File: src/rtl/mcu_irq_pkg.sv
// Shared constants and types for the MCU interrupt collector.
// Command code, byte indices within command 6, and the scheduler state encoding.
package mcu_irq_pkg;

  localparam logic [7:0] CMD_IRQ    = 8'd6;
  localparam logic [3:0] IDX_MASK   = 4'd1;
  localparam logic [3:0] IDX_MASKRD = 4'd2;
  localparam logic [3:0] IDX_OVF    = 4'd3;
  localparam logic [3:0] IDX_MAX    = 4'd15;

  typedef enum logic [1:0] {
    IDLE   = 2'd0,
    ACTIVE = 2'd1,
    HOLD   = 2'd2
  } irq_state_t;

  function automatic logic [3:0] idx_inc(input logic [3:0] idx);
    return (idx == IDX_MAX) ? IDX_MAX : idx + 4'd1;
  endfunction

endpackage

File: src/rtl/mcu_irq_src_latch.sv
// One event source: rising-edge detect, pending bit, optional overflow bit (MCU_IRQ_OVERFLOW_EN).
// Latency: pending sets one edge after the event edge; no backpressure, events are never stalled.
module mcu_irq_src_latch
  import mcu_irq_pkg::*;
(
  input  logic clk,
  input  logic reset_n,
  input  logic src_evt,
  input  logic ack_edge,
  input  logic ovf_clr,
  output logic pending,
  output logic ovf
);

  logic armed_q, armed_d;
  logic src_q, src_d;
  logic pending_q, pending_d;
  logic evt;

  // armed_q suppresses a false edge from a source already high at reset release
  always_comb begin
    armed_d   = 1'b1;
    src_d     = src_evt;
    evt       = armed_q & src_evt & ~src_q;
    pending_d = evt | (pending_q & ~ack_edge);
  end

  always_ff @(posedge clk or negedge reset_n) begin
    if (!reset_n) begin
      armed_q   <= 1'b0;
      src_q     <= 1'b0;
      pending_q <= 1'b0;
    end else begin
      armed_q   <= armed_d;
      src_q     <= src_d;
      pending_q <= pending_d;
    end
  end

  assign pending = pending_q;

`ifdef MCU_IRQ_OVERFLOW_EN
  logic ovf_q, ovf_d;

  // a new overflow on the read edge wins over the clear
  always_comb begin
    ovf_d = (evt & pending_q & ~ack_edge) | (ovf_q & ~ovf_clr);
  end

  always_ff @(posedge clk or negedge reset_n) begin
    if (!reset_n) begin
      ovf_q <= 1'b0;
    end else begin
      ovf_q <= ovf_d;
    end
  end

  assign ovf = ovf_q;
`else
  logic unused_ovf_clr;
  assign unused_ovf_clr = ovf_clr;
  assign ovf = 1'b0;
`endif

endmodule

File: src/rtl/mcu_irq_ctrl.sv
// Interrupt collector/scheduler with command-6 snoop and idle holdoff; overflow tracking under MCU_IRQ_OVERFLOW_EN.
// Latency: event edge to int_in is two edges from IDLE, one in ACTIVE; no backpressure, bytes and events always accepted.
module mcu_irq_ctrl
  import mcu_irq_pkg::*;
#(
  parameter int NUM_SRC = 7,
  parameter int HOLDOFF = 16
) (
  input  logic               clk,
  input  logic               reset_n,
  input  logic               data_in_strobe,
  input  logic               data_in_start,
  input  logic [7:0]         data_in,
  output logic [7:0]         data_out,
  output logic               data_out_sel,
  input  logic [NUM_SRC-1:0] src_event,
  input  logic [7:0]         int_ack,
  output logic [7:0]         int_in
);

  localparam logic [7:0] HOLD_LOAD = 8'(HOLDOFF - 1);

  logic [7:1]         ack_q, ack_d;
  logic [NUM_SRC-1:0] ack_edge;
  logic [NUM_SRC-1:0] pending;
  logic [NUM_SRC-1:0] ovf;
  logic [NUM_SRC-1:0] mask_q, mask_d;
  logic               ovf_clr;
  irq_state_t         state_q, state_d;
  logic [7:0]         cnt_q, cnt_d;
  logic [3:0]         idx_q, idx_d;
  logic               sel_q, sel_d;
  logic [7:0]         dout_q, dout_d;
  logic               act;
  logic [7:0]         int_vec, pend_ext, mask_ext, ovf_ext;
  logic               unused_ack0;

  assign unused_ack0 = int_ack[0];

  always_comb begin
    ack_d    = int_ack[7:1];
    ack_edge = '0;
    for (int i = 0; i < NUM_SRC; i++) begin
      ack_edge[i] = int_ack[i+1] & ~ack_q[i+1];
    end
  end

  for (genvar i = 0; i < NUM_SRC; i++) begin : g_src
    mcu_irq_src_latch u_latch (
      .clk      (clk),
      .reset_n  (reset_n),
      .src_evt  (src_event[i]),
      .ack_edge (ack_edge[i]),
      .ovf_clr  (ovf_clr),
      .pending  (pending[i]),
      .ovf      (ovf[i])
    );
  end

  // Command snoop: index 0 is the command byte, data bytes count up and stick at 15
  always_comb begin
    pend_ext = '0;
    mask_ext = '0;
    ovf_ext  = '0;
    pend_ext[NUM_SRC-1:0] = pending;
    mask_ext[NUM_SRC-1:0] = mask_q;
    ovf_ext[NUM_SRC-1:0]  = ovf;

    idx_d   = idx_q;
    sel_d   = sel_q;
    dout_d  = dout_q;
    mask_d  = mask_q;
    ovf_clr = 1'b0;
    if (data_in_strobe) begin
      if (data_in_start) begin
        idx_d = '0;
        sel_d = (data_in == CMD_IRQ);
      end else begin
        idx_d = idx_inc(idx_q);
        if (sel_q) begin
          case (idx_d)
            IDX_MASK: begin
              mask_d = data_in[NUM_SRC-1:0];
              dout_d = pend_ext;
            end
            IDX_MASKRD: dout_d = mask_ext;
            IDX_OVF: begin
              dout_d  = ovf_ext;
              ovf_clr = 1'b1;
            end
            default: dout_d = 8'h00;
          endcase
        end
      end
    end
  end

  // Scheduler: int_in is forced low for HOLDOFF cycles after the last enabled source clears
  always_comb begin
    act     = |(pending & mask_q);
    state_d = state_q;
    cnt_d   = cnt_q;
    int_vec = '0;
    case (state_q)
      IDLE: begin
        if (act) state_d = ACTIVE;
      end
      ACTIVE: begin
        int_vec[NUM_SRC:1] = pending & mask_q;
        if (!act) begin
          cnt_d   = HOLD_LOAD;
          state_d = HOLD;
        end
      end
      HOLD: begin
        if (cnt_q == 8'd0) begin
          state_d = IDLE;
        end else begin
          cnt_d = cnt_q - 8'd1;
        end
      end
      default: state_d = IDLE;
    endcase
  end

  always_ff @(posedge clk or negedge reset_n) begin
    if (!reset_n) begin
      ack_q   <= '0;
      mask_q  <= '1;
      state_q <= IDLE;
      cnt_q   <= '0;
      idx_q   <= '0;
      sel_q   <= 1'b0;
      dout_q  <= 8'h00;
    end else begin
      ack_q   <= ack_d;
      mask_q  <= mask_d;
      state_q <= state_d;
      cnt_q   <= cnt_d;
      idx_q   <= idx_d;
      sel_q   <= sel_d;
      dout_q  <= dout_d;
    end
  end

  assign int_in       = int_vec;
  assign data_out     = dout_q;
  assign data_out_sel = sel_q;

endmodule

File: config.mk
export PLATFORM = sky130hd
export DESIGN_NAME = mcu_irq_ctrl
export DESIGN_NICKNAME = d
export VERILOG_FILES = /design/src/rtl/mcu_irq_pkg.sv /design/src/rtl/mcu_irq_src_latch.sv /design/src/rtl/mcu_irq_ctrl.sv
export SDC_FILE = /design/constraint.sdc
export NUM_CORES = 1
export LEC_CHECK = 0
export ABC_AREA = 1
export CORE_ASPECT_RATIO = 0.5
export CORE_MARGIN = 2
export CORE_UTILIZATION = 52
export DETAILED_ROUTE_END_ITERATION = 10
export HOLD_SLACK_MARGIN = 0.1
export PLACE_DENSITY = 0.79
export SYNTH_ARGS = -nofsm -noshare
export SYNTH_HDL_FRONTEND = slang
export SYNTH_SLANG_ARGS = --single-unit
export TNS_END_PERCENT = 20
File: constraint.sdc
create_clock -name clk -period 2.2 [get_ports clk]
set_clock_uncertainty 0.1 [all_clocks]
set_input_delay 0.44 -clock clk [delete_from_list [all_inputs] [get_ports clk]]
set_output_delay 0.44 -clock clk [all_outputs]
set_load 0.02 [all_outputs]
# == Yosys cells after proc, flatten, opt, wreduce, memory -nomap -nowiden ==
# Cells that the tools add are included.
# word_totals
regBits,52
latchBits,0
ramBits,0
romBits,0
in_bits,27
output_inout_bits,17
wordCells,112
mem_count,0
# op_classes
add_sub_neg,2
n_mul,0
n_div,0
order_cmp,0
n_eq_ne,10
n_shift,0
muxes,11
bitwise_logic,58
n_reduce_logical,9
# ops
operator,count
AND 1 bit,28
inverter 1 bit,22
2-to-1 mux 8 bit,2
case mux 8 bit (2 select lines),1
case mux 7 bit (2 select lines),1
AND reduction 3 bit,3
equality test 8 x 3 -> 1 bit (second input constant),1
zero test 8 bit,1
2-to-1 mux 4 bit,2
inequality test 2 bit (second input constant),4
subtractor 8 x 1 -> 8 bit (second input constant),1
AND 7 bit,1
2-to-1 mux 7 bit,1
bitwise OR 1 bit,7
OR reduction 7 bit,1
2-to-1 mux 2 bit,3
case mux 2 bit (3 select lines),1
adder 4 x 1 -> 4 bit (second input constant),1
equality test 4 x 1 -> 1 bit (second input constant),1
equality test 4 x 2 -> 1 bit (second input constant),1
equality test 4 bit (second input constant),1
AND reduction 4 bit,1
equality test 2 x 1 -> 1 bit (second input constant),1
equality test 2 bit (second input constant),1
other kinds (3),3

# == Longest topological paths before layout ==
# Gate-level depths: netlist of the first run.
# logic_depth
word_depth,5
mapped_depth,9
mapped_depth_nobuf,8

# == By module ==
# A second synthesis of the first run with hierarchy kept.
# hier_totals
hier_cells,322
hier_area_um2,2692.6
# modules_own_cells
mod,instances,cells_each,area_per_inst_um2,seq_area_each_um2
mcu_irq_ctrl,1,245,1921.8,909.6
mcu_irq_src_latch,7,11,110.1,75.1

# == Least setup slack after synthesis of the first run ==
# No wires, ideal clock.
# synth_timing
kind,reg-to-reg
from,register idx_q[0]
to,register mask_q[4]
setup_ns,0.076
arrival_time_ns,1.443
required_ns,2.024
slack_ns,0.581
stages_incl_launch_ff,9
n_path_buf,1
period_less_slack_ns,1.619
cell_sequence,dfrtp_1 -> ha_1 -> nor2_4 -> nand3_2 -> a21oi_4 -> nand2_2 -> buf_6 -> nand2_1 -> o21ai_2
# synth_between
elab_chain_len,4
word_cells_on_any_way,5
cone_classes,add/sub (1); eq/ne (2); mux (1); reduce/logical (1)
# synth_lines
item,line_no,rtl
start: declaration,mcu_irq_ctrl.sv:31,"logic [3:0] idx_q, idx_d;"
start signal: assignment,mcu_irq_ctrl.sv:140,idx_q <= idx_d;
adder 4 x 1 -> 4 bit or equality test 4 bit (tied branches),mcu_irq_pkg.sv:18,return (idx == IDX_MAX) ? IDX_MAX : idx + 4'd1;
2-to-1 mux 4 bit (*),mcu_irq_pkg.sv:18,
equality test 4 x 1 -> 1 bit (*),mcu_irq_ctrl.sv:81,case (idx_d)
AND reduction 4 bit (no source line) (*),n/a,
end signal: assignment,mcu_irq_ctrl.sv:137,mask_q <= mask_d;
end: declaration,mcu_irq_ctrl.sv:27,"logic [NUM_SRC-1:0] mask_q, mask_d;"
# Mark *: on every way between the ends. The rest lies on a longest branch, timed or not.
# A chain may end at the register's enable or synchronous reset.

# == Worst setup path in the final report of the first run ==
# layout_timing
from,register state_q[1]
to,output port int_in[4]
# layout_between
elab_chain_len,2
# layout_lines
item,line_no,rtl
start: declaration,mcu_irq_ctrl.sv:29,"irq_state_t state_q, state_d;"
start signal: assignment,mcu_irq_ctrl.sv:138,state_q <= state_d;
equality test 2 x 1 -> 1 bit,mcu_irq_ctrl.sv:104,case (state_q)
2-to-1 mux 7 bit,mcu_irq_ctrl.sv:104,
end: declaration,mcu_irq_ctrl.sv:18,output logic [7:0] int_in
# Every way passes these cells.

==> reports/qor.txt, run 1 <==
status -> complete, no violations
post-synthesis adder-cell area fraction -> 2.61%
share of cells above drive strength 1 -> 11.1%
min-delay worst type -> flop to flop
IO Count -> 44
die width -> 99.9 µm
Worst Reg-to-Reg Cells -> 7
post-synthesis mux area share -> 0%
antenna cells -> 0
gr ovfl total -> 0
setup_tns -> 0 ps
synth cell count leaders -> nand2_1 (79), dfrtp_1 (44), inv_1 (32), nor2_1 (22), o21ai_0 (16)
DR vias -> 1942
ys async rst share -> 100%
distinct cell type count after synthesis -> 29
Most Frequent Cell on Critical Path -> nor2_1
largest net degree at the start of global routing -> 52
initial antenna violation count -> 0
r2r setup slk -> 360 ps
sequential-to-total area share from yosys stat -> 53.7%
CP max FO -> 7
first-pass GRT wire length -> 8400 µm
Post-CTS Setup Bufs -> 0
DR iter-0 viols -> 67
Synth Instances -> 276
maximum VDD drop -> 0.496 mV
Startpoint Class -> flop
DRC Markers -> 0
worst path cell trace -> nor2_1 -> inv_1 -> nor2_1 -> dlygate4sd2_1
placed cell area -> 2860 µm²
Avg Synthesized Cell Area -> 8.67 µm²
Vert. Die Dim -> 52.0 µm
crit end category -> output port
Syn-to-layout area delta -> 23.3%
most common cell in the netlist -> nand2_1
Synth warnings -> 0
worst slack, placed -> 247 ps
Initial Util -> 54.4%
Yosys reg bits -> 51
LEAKAGE -> 1.44 nW
unrepaired setup endpoints after global routing -> false
post-DR wirelength/cell -> 13.2 µm
GP Congestion -> 0.825
Max-Cap Viols -> 0
synthesized cell area -> 2390 µm²
reg2reg start -> idx_q[0]
slowest stage delay, CP -> 410 ps
fin crit share -> 91.3%
Synth Area in XOR/XNOR -> 1.46%
Final #Nets -> 355
dominant cell type by area after synthesis -> dfrtp_1
Final setup violation count -> 0
Root Buffer Master -> clkbuf_8
Final Max Tran Viols -> 0
Synth Area in Simple Gates -> 24.7%
DR pass1 iterations -> 4
post-detail-place hpwl -> 3740 µm
largest family of logic cells by synthesized area -> simple AND/OR/NAND/NOR gates
Core Area -> 4400 µm²
Routed Antenna Nets -> 0
Max Freq -> 0.498 GHz
Final Worst Setup Slack -> 192 ps
final wirelength -> 5020 µm
PwrDens -> 729 nW/µm²
TritonCTS buffer count -> 5
Hold Crit Depth -> 1
final hold vios -> 0
R2R Path End -> mask_q[1]
path type of the worst setup path -> flop to output port
GRT Total Usage -> 21.0%
min-delay src -> g_src[2].u_latch.src_q
IO Port Bufs -> 40
Synth Area in Compound Gates -> 9.20%
fin crit period -> 2010 ps
Clk Latency, worst-skew pair -> 300 ps
number of global-route vias before repair -> 1873
Worst-path clk slew -> 90 ps
WP data arrival -> 1470 ps
critical path's slowest cell -> dfrtp_1
dominant synthesized flop cell -> dfrtp_1
vias per cell -> 5.10
post-synth top area share -> 46.0%
# rows -> 17
Synth area leaders -> dfrtp_1 (46%), nand2_1 (12%), dfstp_2 (7.7%), inv_1 (5.0%), nor2_1 (3.5%)
CTS tree -> done
EDFF count, synth -> 0
final instance area -> 2950 µm²
Hold Path End -> g_src[2].u_latch.pending
Sink Count -> 51
full die area -> 5190 µm²
Clock Path Buffers -> 2
H-tree depth -> 2
Required @ worst endpoint -> 1660 ps
[worst max-delay path, delay by kind of cell (launching register included)]
| family | cells | cell delay, ps |
|---|---|---|
| and+or+nand+nor | 2 | 280 |
| buffers and inverters | 2 | 480 |
| DFF | 1 | 410 |
[timing repair]
| item | 4_1_cts | 5_1_grt |
|---|---|---|
| setup endpoints to repair | 7 | 0 |
| resized for setup | 7 | 0 |
| hold endpoints to repair | 44 | 0 |
| hold buffers | 1 | 0 |
[stage by stage]
stage	hold slack, ps	std cells	power (W)	utilization [%]
2_1_floorplan	44.4	277	0.00145	-
3_3_place_gp	315	372	0.00159	65.0
3_5_place_dp	321	372	0.00162	65.0
4_1_cts	334	381	0.00216	67.0
5_1_grt	370	381	0.00229	67.0
6_report	333	381	0.00215	67.0
[cell type report]
| class | instances | area [µm²] |
|---|---|---|
| clock buffer | 6 | 72.6 |
| sequential | 51 | 1280 |
| timing repair buffer | 45 | 439 |
| fill | 364 | 1450 |
| multi-input combinational | 181 | 920 |
| tap | 57 | 71.3 |
| clock inverter | 2 | 16.3 |
| inverter | 39 | 146 |
[metal layers]
metal	GRT usage [%]	routed length, µm
met2	36.8	2520
met3	4.44	166
met5	0	0
met1	26.4	2260
met4	7.08	77
[how the worst max path moves through the flow]
stage	from	end	slack, ps	cells past startpoint
after floorplan	idx_q[0]	mask_q[4]	580	8
after global placement	state_q[1]	int_in[6]	290	4
after detailed placement	state_q[1]	int_in[6]	250	4
after CTS	state_q[1]	int_in[4]	180	4
after global routing	state_q[0]	int_in[7]	100	5
final	state_q[1]	int_in[4]	190	4
[flip-flops by register name (all words and copies together), names as in the netlist]
name / flops
cnt_q: 8
idx_q: 4
state_q: 2
g_src.u_latch.pending: 7
data_out_sel: 1
ack_q: 7
g_src.u_latch.src_q: 7
mask_q: 7
g_src.u_latch.armed_q: 1
data_out: 7
[cell usage in the layout, fill, tap and decap left out, types with 7 or more instances in the layout]
cell	Yosys	layout
nand2_1	79	79
dfrtp_1	44	44
inv_1	32	32
clkdlybuf4s50_1	0	32
nor2_1	22	22
o21ai_0	16	16
nand3_1	14	14
nand4_1	8	8
dfstp_2	7	7
dlygate4sd2_1	0	7
[kinds of logic (layout without fill, tap and decap cells)]
family                     count (synthesis)  in the layout
AOI/OAI and AO/OA                         36             36
DFF                                       51             51
adders and majority gates                  5              5
other                                      2              3
and+or+nand+nor                          133            133
buffers and inverters                     45             92
xor gates and xnor gates                   4              4
[power breakdown]
part,internal [W],switching [W]
combinational,0.000183,0.000312
sequential,0.00104,0.0000735
clock,0.000229,0.000315
(Power assumes the default switching activity.)
==> inputs of run 2 (changes only) <==
--- a/config.mk
+++ b/config.mk
@@ -6,12 +6,14 @@
 export NUM_CORES = 1
 export LEC_CHECK = 0
 export ABC_AREA = 1
+export CELL_PAD_IN_SITES_DETAIL_PLACEMENT = 1
+export CELL_PAD_IN_SITES_GLOBAL_PLACEMENT = 1
 export CORE_ASPECT_RATIO = 0.5
 export CORE_MARGIN = 2
-export CORE_UTILIZATION = 52
+export CORE_UTILIZATION = 39
 export DETAILED_ROUTE_END_ITERATION = 10
 export HOLD_SLACK_MARGIN = 0.1
-export PLACE_DENSITY = 0.79
+export PLACE_DENSITY_LB_ADDON = 0.1
 export SYNTH_ARGS = -nofsm -noshare
 export SYNTH_HDL_FRONTEND = slang
 export SYNTH_SLANG_ARGS = --single-unit
==> reports/qor.txt, run 2 (synthesis results as in run 1) <==
post-route insts no fill -> 401 (+5.2%)
unrepaired setup endpoints after global routing -> false
die width -> 115 µm (+15%)
min-delay src -> g_src[0].u_latch.src_q
fin crit period -> 2010 ps (-2.42 ps)
min-delay worst type -> flop to flop
Top reg by flops -> cnt_q
CTS tree -> done
Worst Reg-to-Reg Cells -> 7 (unchanged)
Max Freq -> 0.499 GHz (+0.12%)
Routed Antenna Nets -> 0 (unchanged)
Sink Count -> 51 (unchanged)
Startpoint Class -> flop
Vert. Die Dim -> 59.4 µm (+14%)
DR vias -> 1933 (-0.46%)
final hold vios -> 0 (unchanged)
vias per cell -> 4.82 (-5.4%)
gr ovfl total -> 0 (unchanged)
Final #Nets -> 356 (+0.28%)
final instance area -> 3060 µm² (+3.6%)
maximum VDD drop -> 0.421 mV (-15%)
Root Buffer Master -> clkbuf_16
LEAKAGE -> 1.47 nW (+2.7%)
Final Max Tran Viols -> 0 (unchanged)
full die area -> 6820 µm² (+31%)
Hold Path End -> g_src[0].u_latch.pending
# rows -> 20 (+3)
Initial Util -> 39.9% (-15 points)
PwrDens -> 813 nW/µm² (+12%)
Core Area -> 6010 µm² (+36%)
Clock Path Buffers -> 2 (unchanged)
IO Count -> 44 (unchanged)
DRC Markers -> 0 (unchanged)
Syn-to-layout area delta -> 27.7%
DP Cell Count -> 393 (+5.6%)
DR pass1 iterations -> 4 (unchanged)
GP Congestion -> 0.830 (+0.57%)
Clk Latency, worst-skew pair -> 290 ps (about the same)
fin crit share -> 91.1% (-0.11 points)
share of cells above drive strength 1 -> 11.4% (+0.31 points)
R2R Path End -> mask_q[5]
CP max FO -> 7 (unchanged)
initial antenna violation count -> 0 (unchanged)
crit end category -> output port
Largest register FFs -> 8 (unchanged)
first-pass GRT wire length -> 9520 µm (+13%)
Final setup violation count -> 0 (unchanged)
final wirelength -> 5640 µm (+12%)
WP data arrival -> 1470 ps (about the same)
post-DR wirelength/cell -> 14.1 µm (+6.7%)
Hold Crit Depth -> 1 (unchanged)
setup_tns -> 0 ps (unchanged)
worst slack, placed -> 217 ps (-30.1 ps)
reg2reg start -> idx_q[0]
r2r setup slk -> 310 ps (-50 ps)
GRT Total Usage -> 18.7% (-2.2 points)
path type of the worst setup path -> flop to output port
placed cell area -> 2890 µm² (+1.1%)
IO Port Bufs -> 40 (unchanged)
most common cell after layout, fill and taps aside -> nand2_1
DR iter-0 viols -> 94 (+40%)
post-detail-place hpwl -> 4280 µm (+14%)
number of global-route vias before repair -> 1986 (+6.0%)
Final Worst Setup Slack -> 195 ps (+2.42 ps)
Required @ worst endpoint -> 1660 ps (about the same)
Worst-path clk slew -> 60 ps (-30 ps)
commonest cells after routing, fill and taps aside -> nand2_1 (79), dfrtp_1 (44), inv_1 (32), clkdlybuf4s50_1 (32), nor2_1 (22)
antenna cells -> 0 (unchanged)
largest net degree at the start of global routing -> 52 (unchanged)
Max-Cap Viols -> 0 (unchanged)
TritonCTS buffer count -> 5 (unchanged)
status -> complete, no violations
H-tree depth -> 2 (unchanged)
## run 2: cell count changes in the layout (fill, tap and decap cells not counted)
cell,change
bufinv_16,+1
inv_6,-1
buf_4,+1
clkbuf_8,-5
clkbuf_1,-1
clkbuf_16,+5
## run 2: layer usage
metal / track usage [%] / wire, µm
met5: 0 / 0
met4: 4.82 / 53
met3: 4.91 / 178
met2: 31.5 / 2660
met1: 24.6 / 2750
## run 2: area by class of cell
cell class	count	area [µm²]
well taps	77	96.3
multi-input cells	181	920
inverters	39	146
clock buffers	5	125
repair buffers	46	447
clock inverters	2	37.5
flip-flops and latches	51	1280
fillers	728	2950
## run 2: metrics by stage
stage | util (%) | hold WS (ps) | total power [W]
2_1_floorplan | - | 44.4 | 0.00145
3_3_place_gp | 48.2 | 315 | 0.00161
3_5_place_dp | 48.2 | 329 | 0.00164
4_1_cts | 50.9 | 339 | 0.00251
5_1_grt | 50.9 | 352 | 0.00265
6_report | 50.9 | 334 | 0.00248
## run 2: worst max-delay path by stage
stage	from	end	slack, ps	depth (start not counted)
after floorplan	idx_q[0]	mask_q[4]	580	8
after global placement	data_in_strobe	data_out[1]	270	8
after global routing	state_q[0]	int_in[1]	70	5
after detailed placement	data_in_start	data_out[1]	220	9
after CTS	state_q[1]	int_in[1]	190	4
final	state_q[1]	int_in[1]	190	4
## run 2: power breakdown
part | switching [W] | total (W) | internal (W)
Clock | 0.000333 | 0.000863 | 0.000530
Sequential | 0.0000765 | 0.00112 | 0.00104
Combinational | 0.000321 | 0.000506 | 0.000185
Total | 0.000731 | 0.00248 | 0.00175
## run 2: what timing repair did
item / 4_1_cts / 5_1_grt
endpoints found under the setup margin: 7 / 0
resized for setup: 7 / 0
setup buffers: 0 / 0
endpoints found under the hold margin: 44 / 0
hold buffers: 1 / 0
## run 2: worst max-delay path: stages, from the launching register on
cell,delay (ps)
dfrtp_1,400
nor2_1,160
inv_1,140
nor2_1,130
dlygate4sd2_1,360
==> inputs of run 3 (changes only) <==
--- a/config.mk
+++ b/config.mk
@@ -8,12 +8,12 @@
 export ABC_AREA = 1
 export CELL_PAD_IN_SITES_DETAIL_PLACEMENT = 1
 export CELL_PAD_IN_SITES_GLOBAL_PLACEMENT = 1
-export CORE_ASPECT_RATIO = 0.5
+export CORE_ASPECT_RATIO = 1.1
 export CORE_MARGIN = 2
 export CORE_UTILIZATION = 39
 export DETAILED_ROUTE_END_ITERATION = 10
 export HOLD_SLACK_MARGIN = 0.1
-export PLACE_DENSITY_LB_ADDON = 0.1
+export PLACE_DENSITY = 0.81
 export SYNTH_ARGS = -nofsm -noshare
 export SYNTH_HDL_FRONTEND = slang
 export SYNTH_SLANG_ARGS = --single-unit
==> reports/qor.txt, run 3 (synthesis results as in run 1) <==
CTS tree -> done
clock group share of total power -> 28.9% (-5.9 points)
DR iter-0 viols -> 68 (-28%)
Final setup violation count -> 0 (unchanged)
actual slew at the worst max-slew pin -> 635 ps
Post-CTS Setup Bufs -> 0 (unchanged)
CP max FO -> 7 (unchanged)
share of cells above drive strength 1 -> 11.5% (+0.035 points)
net switching power -> 0.000705 W (-3.6%)
Final #Nets -> 354 (-0.56%)
Required @ worst endpoint -> 1660 ps (about the same)
status -> complete, no violations
Clk Latency, worst-skew pair -> 310 ps (+20 ps)
number of global-route vias before repair -> 2039 (+2.7%)
gr ovfl total -> 0 (unchanged)
Largest register FFs -> 8 (unchanged)
DR pass1 iterations -> 4 (unchanged)
post-DR wirelength/cell -> 13.1 µm (-7.0%)
H-tree depth -> 2 (unchanged)
maximum VDD drop -> 0.442 mV (+5.0%)
final core occ -> 51.0% (+0.079 points)
DP Cell Count -> 392 (-0.25%)
most common cell after layout, fill and taps aside -> nand2_1
crit end category -> output port
final hold vios -> 0 (unchanged)
Initial Util -> 41.0% (+1.1 points)
fin crit share -> 94.2% (+3.1 points)
Seq pwr share -> 49.4% (+4.5 points)
Vert. Die Dim -> 86.2 µm (+45%)
TritonCTS buffer count -> 5 (unchanged)
IO Port Bufs -> 40 (unchanged)
DR vias -> 1913 (-1.0%)
PwrDens -> 758 nW/µm² (-6.7%)
Core Area -> 5840 µm² (-2.7%)
full die area -> 6780 µm² (-0.55%)
post-route insts no fill -> 400 (-0.25%)
die width -> 78.7 µm (-31%)
Clock Path Buffers -> 2 (unchanged)
GP Congestion -> 0.770 (-7.2%)
Switching Fraction -> 31.2% (+1.8 points)
final wirelength -> 5230 µm (-7.2%)
fin crit period -> 2070 ps (+67.7 ps)
Routed Antenna Nets -> 0 (unchanged)
GRT Total Usage -> 17.3% (-1.5 points)
LEAKAGE -> 1.44 nW (-2.3%)
Syn-to-layout area delta -> 24.4%
first-pass GRT wire length -> 9100 µm (-4.4%)
initial antenna violation count -> 0 (unchanged)
Final Max Tran Viols -> 0 (unchanged)
Max-Cap Viols -> 0 (unchanged)
Startpoint Class -> flop
path type of the worst setup path -> flop to output port
Worst-path clk slew -> 90 ps (+30 ps)
combinational share of power -> 21.7% (+1.3 points)
vias per cell -> 4.78 (-0.79%)
Sink Count -> 51 (unchanged)
DRC Markers -> 0 (unchanged)
Max Freq -> 0.482 GHz (-3.3%)
# rows -> 29 (+45%)
commonest cells after routing, fill and taps aside -> nand2_1 (79), dfrtp_1 (44), inv_1 (32), clkdlybuf4s50_1 (32), nor2_1 (22)
# resized after CTS -> 7 (unchanged)
antenna cells -> 0 (unchanged)
post-detail-place hpwl -> 4150 µm (-2.9%)
min-delay worst type -> input pin to asynchronous set/reset pin
cell-internal power -> 0.00155 W (-11%)
unrepaired setup endpoints after global routing -> false
Top reg by flops -> cnt_q
setup_tns -> 0 ps (unchanged)
WP data arrival -> 1530 ps (+60 ps)
Root Buffer Master -> clkbuf_8
hold bufs inserted after CTS -> 0 (-1)
largest net degree at the start of global routing -> 52 (unchanged)
worst rel slew slack -> 57.7%
IO Count -> 44 (unchanged)
==> run 3: metrics by stage <==
step | area, µm² | hold slack [ps] | worst slack, ps | total power (W)
CTS | 2980 | 149 | 138 | 0.00229
detailed placement | 2870 | 322 | 215 | 0.00163
finish | 2980 | 125 | 127 | 0.00226
floorplan | 2400 | 44.4 | 581 | 0.00145
global placement | 2870 | 315 | 238 | 0.00160
global route | 2980 | 165 | 18.9 | 0.00241
==> run 3: power by group through the flow <==
stage | sequential (W) | clock [W] | combinational (W)
after floorplan | 0.00111 | 0 | 0.000345
after global placement | 0.00113 | 0 | 0.000473
after detailed placement | 0.00113 | 0 | 0.000499
after CTS | 0.00111 | 0.000671 | 0.000502
after global routing | 0.00113 | 0.000707 | 0.000571
final | 0.00111 | 0.000652 | 0.000491
==> run 3: path summary, 6_finish.rpt <==
| check | from | to | slack (ps) | depth (start not counted) |
|---|---|---|---|---|
| min in group clk | g_src[3].u_latch.src_q | g_src[3].u_latch.pending | 330 | 1 |
| max | state_q[1] | int_in[6] | 130 | 4 |
| min reg2reg | g_src[3].u_latch.src_q | g_src[3].u_latch.pending | 330 | 1 |
| max in group asynchronous | reset_n | cnt_q[1] | 1450 | 2 |
| min | reset_n | g_src[5].u_latch.armed_q | 130 | 2 |
| max reg2reg | idx_q[0] | mask_q[0] | 370 | 7 |
==> run 3: layout make-up <==
cell class / count / area, µm²
clock buffer: 5 / 68.8
clock inverter: 3 / 43.8
fill: 686 / 2860
inverter: 39 / 146
multi-input combinational: 181 / 920
sequential: 51 / 1280
tap: 77 / 96.3
timing repair buffer: 44 / 418
==> run 3: per-layer routing <==
metal  global-route usage [%]  vias to the layer above  share of wire (%)
met5                        0                        -                  0
met4                     5.74                        0                1.4
met3                     3.58                        5                3.6
met2                     29.2                       40                 48
met1                     22.1                      911                 47
li1                         -                      957                  -
==> run 3: critical path, cell delays in order, from the launching register on <==
cell,delay (ps)
dfrtp_1,420
nor2_1,160
inv_1,150
nor2_1,150
dlygate4sd2_1,360
